<file path="src/rtl/bitbrick_accumulator.sv">
// bitbrick_accumulator
//   Sums NUM_BB signed bitbrick products per beat in a registered reduction
//   stage, accumulates beat sums over a group terminated by in_last, and emits
//   one saturated ACC_W-bit signed result per group on a valid/ready port.
//   Two pipeline stages: stage 1 holds the reduced beat, stage 2 holds the
//   running group sum and the pending result. A pending result that is not
//   taken downstream stalls both stages.
module bitbrick_accumulator #(
  parameter int NUM_BB = 16,
  parameter int PROD_W = 10,
  parameter int ACC_W  = 24
) (
  input  logic                     clk,
  input  logic                     rst_n,
  input  logic                     in_valid,
  output logic                     in_ready,
  input  logic [NUM_BB*PROD_W-1:0] in_prod,
  input  logic                     in_last,
  output logic                     out_valid,
  input  logic                     out_ready,
  output logic [ACC_W-1:0]         out_acc,
  output logic                     out_ovf
);

  // Full-precision width of one beat sum: never overflows.
  localparam int SUM_W = PROD_W + $clog2(NUM_BB);
  // Working width of the accumulate adder. One bit wider than the larger
  // operand, so it stays exact even if ACC_W is configured below SUM_W.
  localparam int WIDE  = ((ACC_W > SUM_W) ? ACC_W : SUM_W) + 1;

  // Saturation bounds expressed at the working width.
  localparam logic [WIDE-1:0] SAT_MAX = {{(WIDE-ACC_W+1){1'b0}}, {(ACC_W-1){1'b1}}};
  localparam logic [WIDE-1:0] SAT_MIN = {{(WIDE-ACC_W+1){1'b1}}, {(ACC_W-1){1'b0}}};

  // ---------------------------------------------------------------------------
  // Flow control
  // ---------------------------------------------------------------------------
  logic stall;

  assign stall    = out_valid & ~out_ready;
  assign in_ready = ~stall;

  // ---------------------------------------------------------------------------
  // Stage 1: reduction of the incoming beat
  // ---------------------------------------------------------------------------
  // Each product is sign-extended to the beat-sum width. Products are forced
  // to zero on bubbles so unknown data never reaches the registers.
  logic [SUM_W-1:0] prod_ext [NUM_BB];

  genvar gi;
  generate
    for (gi = 0; gi < NUM_BB; gi++) begin : g_prod_ext
      assign prod_ext[gi] = in_valid ? SUM_W'($signed(in_prod[gi*PROD_W +: PROD_W]))
                                     : '0;
    end
  endgenerate

  logic [SUM_W-1:0] beat_sum;

  // Combinational sum of all extended products (two's complement, exact).
  always_comb begin
    beat_sum = '0;
    for (int i = 0; i < NUM_BB; i++) begin
      beat_sum = beat_sum + prod_ext[i];
    end
  end

  logic             s1_valid;
  logic             s1_last;
  logic [SUM_W-1:0] s1_sum;

  // Stage-1 register: captures a beat (or bubble) whenever the pipe moves.
  always_ff @(posedge clk or negedge rst_n) begin
    if (!rst_n) begin
      s1_valid <= 1'b0;
      s1_last  <= 1'b0;
      s1_sum   <= '0;
    end else if (!stall) begin
      s1_valid <= in_valid;
      s1_last  <= in_last & in_valid;
      s1_sum   <= beat_sum;
    end
  end

  // ---------------------------------------------------------------------------
  // Stage 2: accumulate with saturation
  // ---------------------------------------------------------------------------
  logic [ACC_W-1:0] acc;
  logic             ovf_acc;
  logic [WIDE-1:0]  acc_ext;
  logic [WIDE-1:0]  s1_ext;
  logic [WIDE-1:0]  sum_wide;
  logic [ACC_W-1:0] sat_sum;
  logic             sat;

  assign acc_ext  = {{(WIDE-ACC_W){acc[ACC_W-1]}}, acc};
  assign s1_ext   = {{(WIDE-SUM_W){s1_sum[SUM_W-1]}}, s1_sum};
  assign sum_wide = acc_ext + s1_ext;

  // Clip the exact sum into the signed ACC_W range and flag any clipping.
  always_comb begin
    sat_sum = sum_wide[ACC_W-1:0];
    sat     = 1'b0;
    if ($signed(sum_wide) > $signed(SAT_MAX)) begin
      sat_sum = SAT_MAX[ACC_W-1:0];
      sat     = 1'b1;
    end else if ($signed(sum_wide) < $signed(SAT_MIN)) begin
      sat_sum = SAT_MIN[ACC_W-1:0];
      sat     = 1'b1;
    end
  end

  // Stage-2 register: running group sum, sticky overflow and the output slot.
  // A result leaving and a new result loading in the same cycle keeps
  // out_valid high with the new data (the later assignment wins).
  always_ff @(posedge clk or negedge rst_n) begin
    if (!rst_n) begin
      acc       <= '0;
      ovf_acc   <= 1'b0;
      out_valid <= 1'b0;
      out_acc   <= '0;
      out_ovf   <= 1'b0;
    end else begin
      if (out_valid && out_ready) begin
        out_valid <= 1'b0;
      end
      if (s1_valid && !stall) begin
        if (s1_last) begin
          out_acc   <= sat_sum;
          out_ovf   <= ovf_acc | sat;
          out_valid <= 1'b1;
          acc       <= '0;
          ovf_acc   <= 1'b0;
        end else begin
          acc       <= sat_sum;
          ovf_acc   <= ovf_acc | sat;
        end
      end
    end
  end

endmodule
</file>
<file path="config.mk">
export PLATFORM = sky130hd
export DESIGN_NAME = bitbrick_accumulator
export DESIGN_NICKNAME = d
export VERILOG_FILES = /design/src/rtl/bitbrick_accumulator.sv
export SDC_FILE = /design/constraint.sdc
export NUM_CORES = 1
export LEC_CHECK = 0
export ABC_CLOCK_PERIOD_IN_PS = 3700
export BUFFER_PORTS_ARGS = -buffer_cell sky130_fd_sc_hd__buf_2
export CORE_ASPECT_RATIO = 1.2
export CORE_UTILIZATION = 45
export CTS_BUF_LIST = sky130_fd_sc_hd__clkbuf_2 sky130_fd_sc_hd__clkbuf_4 sky130_fd_sc_hd__clkbuf_8
export CTS_CLUSTER_DIAMETER = 40
export DETAILED_ROUTE_END_ITERATION = 16
export GPL_TIMING_DRIVEN = 0
export PLACE_DENSITY = 0.68
export RECOVER_POWER = 50
export SLEW_MARGIN = 20
export SYNTH_ARGS = -nofsm -noshare
export SYNTH_HDL_FRONTEND = slang
export SYNTH_SLANG_ARGS = --single-unit
</file>
<file path="constraint.sdc">
create_clock -name clk -period 3.7 [get_ports clk]
set_input_delay 0.74 -clock clk [delete_from_list [all_inputs] [get_ports clk]]
set_output_delay 0.74 -clock clk [all_outputs]
set_load 0.05 [all_outputs]
</file>
==> summary.txt <==
via/cell ratio: 4.99
Core ar.: 0.0195 mm^2
Port Buf Inserts: 190
Wirelength per Cell: 14.8 um
Net Count, Synth: 1338
DRC Markers: 0
Critical Path Fanout Max: 7
synth cell count leaders: 162 x inv_1, 161 x nand2_1, 149 x fa_1, 67 x dfrtp_1, 64 x and2_1
FMAX: 171 MHz
DRT Wirelength: 21800 um
Seq/Total Area, Yosys: 0.188
Slew HR: 0.156
first-pass GRT wire length: 36700 um
post-synth cell types: 54
Hold WC Path Type: reg2reg
Clock Skews: 7.63 ps
worst-skew pair later-pin latency: 350 ps
synthesized area: 0.00892 mm^2
CP required: 3910 ps
#FFs+latches synth: 67
initial antenna violation count: 1
gr usage total: 0.232
Rows: 56
cells after synthesis: 981
CTS Buffer Depth: 2
dominant cells by area after synthesis: fa_1 33%, dfrtp_1 19%, inv_1 6.8%
antenna viol nets, final: 0
Period Utilization, post-route: 1.58
CTS tree: done
Pre-antenna DRT Iters: 8
ys flop type: dfrtp_1
CTS H-tree lvls: 3
final worst-path setup slack: -2140 ps
# IOs: 192
critical path class: in2reg
max-slew violation count: 0
routability congestion estimate from global placement: 0.883
endpoints failing hold: 0
slew of the pin with the lowest slew margin: 1270 ps
failing checks: negative setup slack
Placement Setup Slack: -2870 ps
via count of the first global-routing pass: 7995
Die Height: 156 um
dpl hpwl: 18000 um
RSZ-0062 raised after global routing: yes
synthesis-to-finish area growth: 24.5%
largest net degree at the start of global routing: 51
Post-synth EDFFs: 0
Critical Path AT: 6050 ps
total number of vias: 7366
Initial Utilization: 0.458
Clock transition at path regs: 70 ps
status: complete, but fails checks
CP startpoint kind: input port
Yosys warning count: 0
CTS buffer count: 9
Worst setup EP type: flip-flop
hold_ws: 470 ps
endpoints failing setup: 13
Syn Area/Cell: 9.09 um^2
Congestion Overflow GR: 0
Util after Layout: 0.570
CTS Sinks: 67
min cycle time layout: 5840 ps
count leader, synth: inv_1
share of layout cells above drive strength 1: 0.278
max cap viols: 0
Nets: 1569
FFs w/ async S/R, synth: 1.00
root buf cell: clkbuf_8
Yosys top cell by area: fa_1
setup_tns: -21430 ps
Die Area: 0.0204 mm^2
Yosys top cell area share: 0.334
die width: 131 um
DR iter-0 viols: 250
-- kinds of logic (layout without fill, tap and decap cells) --
logic type	Yosys count	after routing	share of synthesized area
DFF	67	67	0.188
xor gates and xnor gates	32	32	0.0314
other	0	1	0
adders and majority gates	192	192	0.395
muxes	4	4	0.00743
AOI/OAI and AO/OA	185	185	0.135
and+or+nand+nor	298	298	0.155
buffers and inverters	203	437	0.0887
-- final timing paths --
check,start,to,slack [ps],cells past startpoint
setup / recovery,in_valid,s1_sum[13]$_DFFE_PN0N_,-2140,23
hold / removal,out_ovf$_DFFE_PN0P_,out_ovf$_DFFE_PN0P_,470,2
setup reg to reg,s1_sum[0]$_DFFE_PN0N_,out_acc[22]$_DFFE_PN0P_,500,10
hold reg to reg,out_ovf$_DFFE_PN0P_,out_ovf$_DFFE_PN0P_,470,2
max in group asynchronous,rst_n,s1_sum[13]$_DFFE_PN0N_,1390,2
min in group asynchronous,rst_n,acc[8]$_DFFE_PN0P_,520,1
-- critical path, cell delays in order --
cell       delay [ps]
clkbuf_16         140
clkbuf_16         160
clkbuf_16         160
buf_8             130
nand2_4            50
fa_1              430
fa_1              470
fa_1              510
inv_2              40
fa_1              490
fa_1              500
inv_2              40
fa_1              520
inv_1              50
ha_1              260
a21o_1            190
a21oi_4           170
o21ai_1            90
o211a_1           140
a41o_1            210
o41ai_2           320
xnor2_1           160
a21oi_1            80
-- timing repair --
action                     4_1_cts  5_1_grt
hold buffers                     0        0
buffers inserted                20        6
gates cloned                     3        0
gates resized for setup         53       23
setup endpoints to repair       13       13
pin swaps                       31        9
-- flip-flops by register name, indices dropped and copies added, names as in the netlist --
register   flops
acc           24
out_acc       24
out_ovf        1
out_valid      1
ovf_acc        1
s1_last        1
s1_sum        14
s1_valid       1
-- layout make-up --
type                    instances  area (um^2)
fillers                      1793         8370
clock inverters                 3         40.0
well taps                     261          327
inverters                     162          608
flip-flops and latches         67         1680
clock buffers                  11          145
multi-input cells             711         6660
repair buffers                220         1230
diodes                          1         2.50
plain buffers                  41          417
-- cells in the final DEF, fill, tap and decap left out, types with 23 or more instances in the layout --
cell        n
a21oi_1    46
o21ai_1    28
dfrtp_1    67
and2_1     62
nor2_1     33
inv_1     149
nand2_1   149
o21ai_0    28
buf_2     188
clkbuf_1   23
ha_1       38
a21oi_2    25
fa_1      141
-- layer usage --
layer / vias to the layer above / global-route usage / wire length [um]
met2: 222 / 0.426 / 11300
met3: 62 / 0.0253 / 867
met4: 0 / 0.0717 / 680
li1: 3536 / - / -
met1: 3546 / 0.282 / 8980
met5: - / 0 / 0
-- stage by stage --
| step | instances | cell area, um^2 |
|---|---|---|
| floorplan | 981 | 9100 |
| global placement | 1432 | 10400 |
| detailed placement | 1433 | 10400 |
| CTS | 1470 | 11000 |
| global route | 1477 | 11100 |
| finish | 1477 | 11100 |
Power is not shown: default switching activity piles up to over one toggle a cycle in this logic, so the estimate is an artifact.
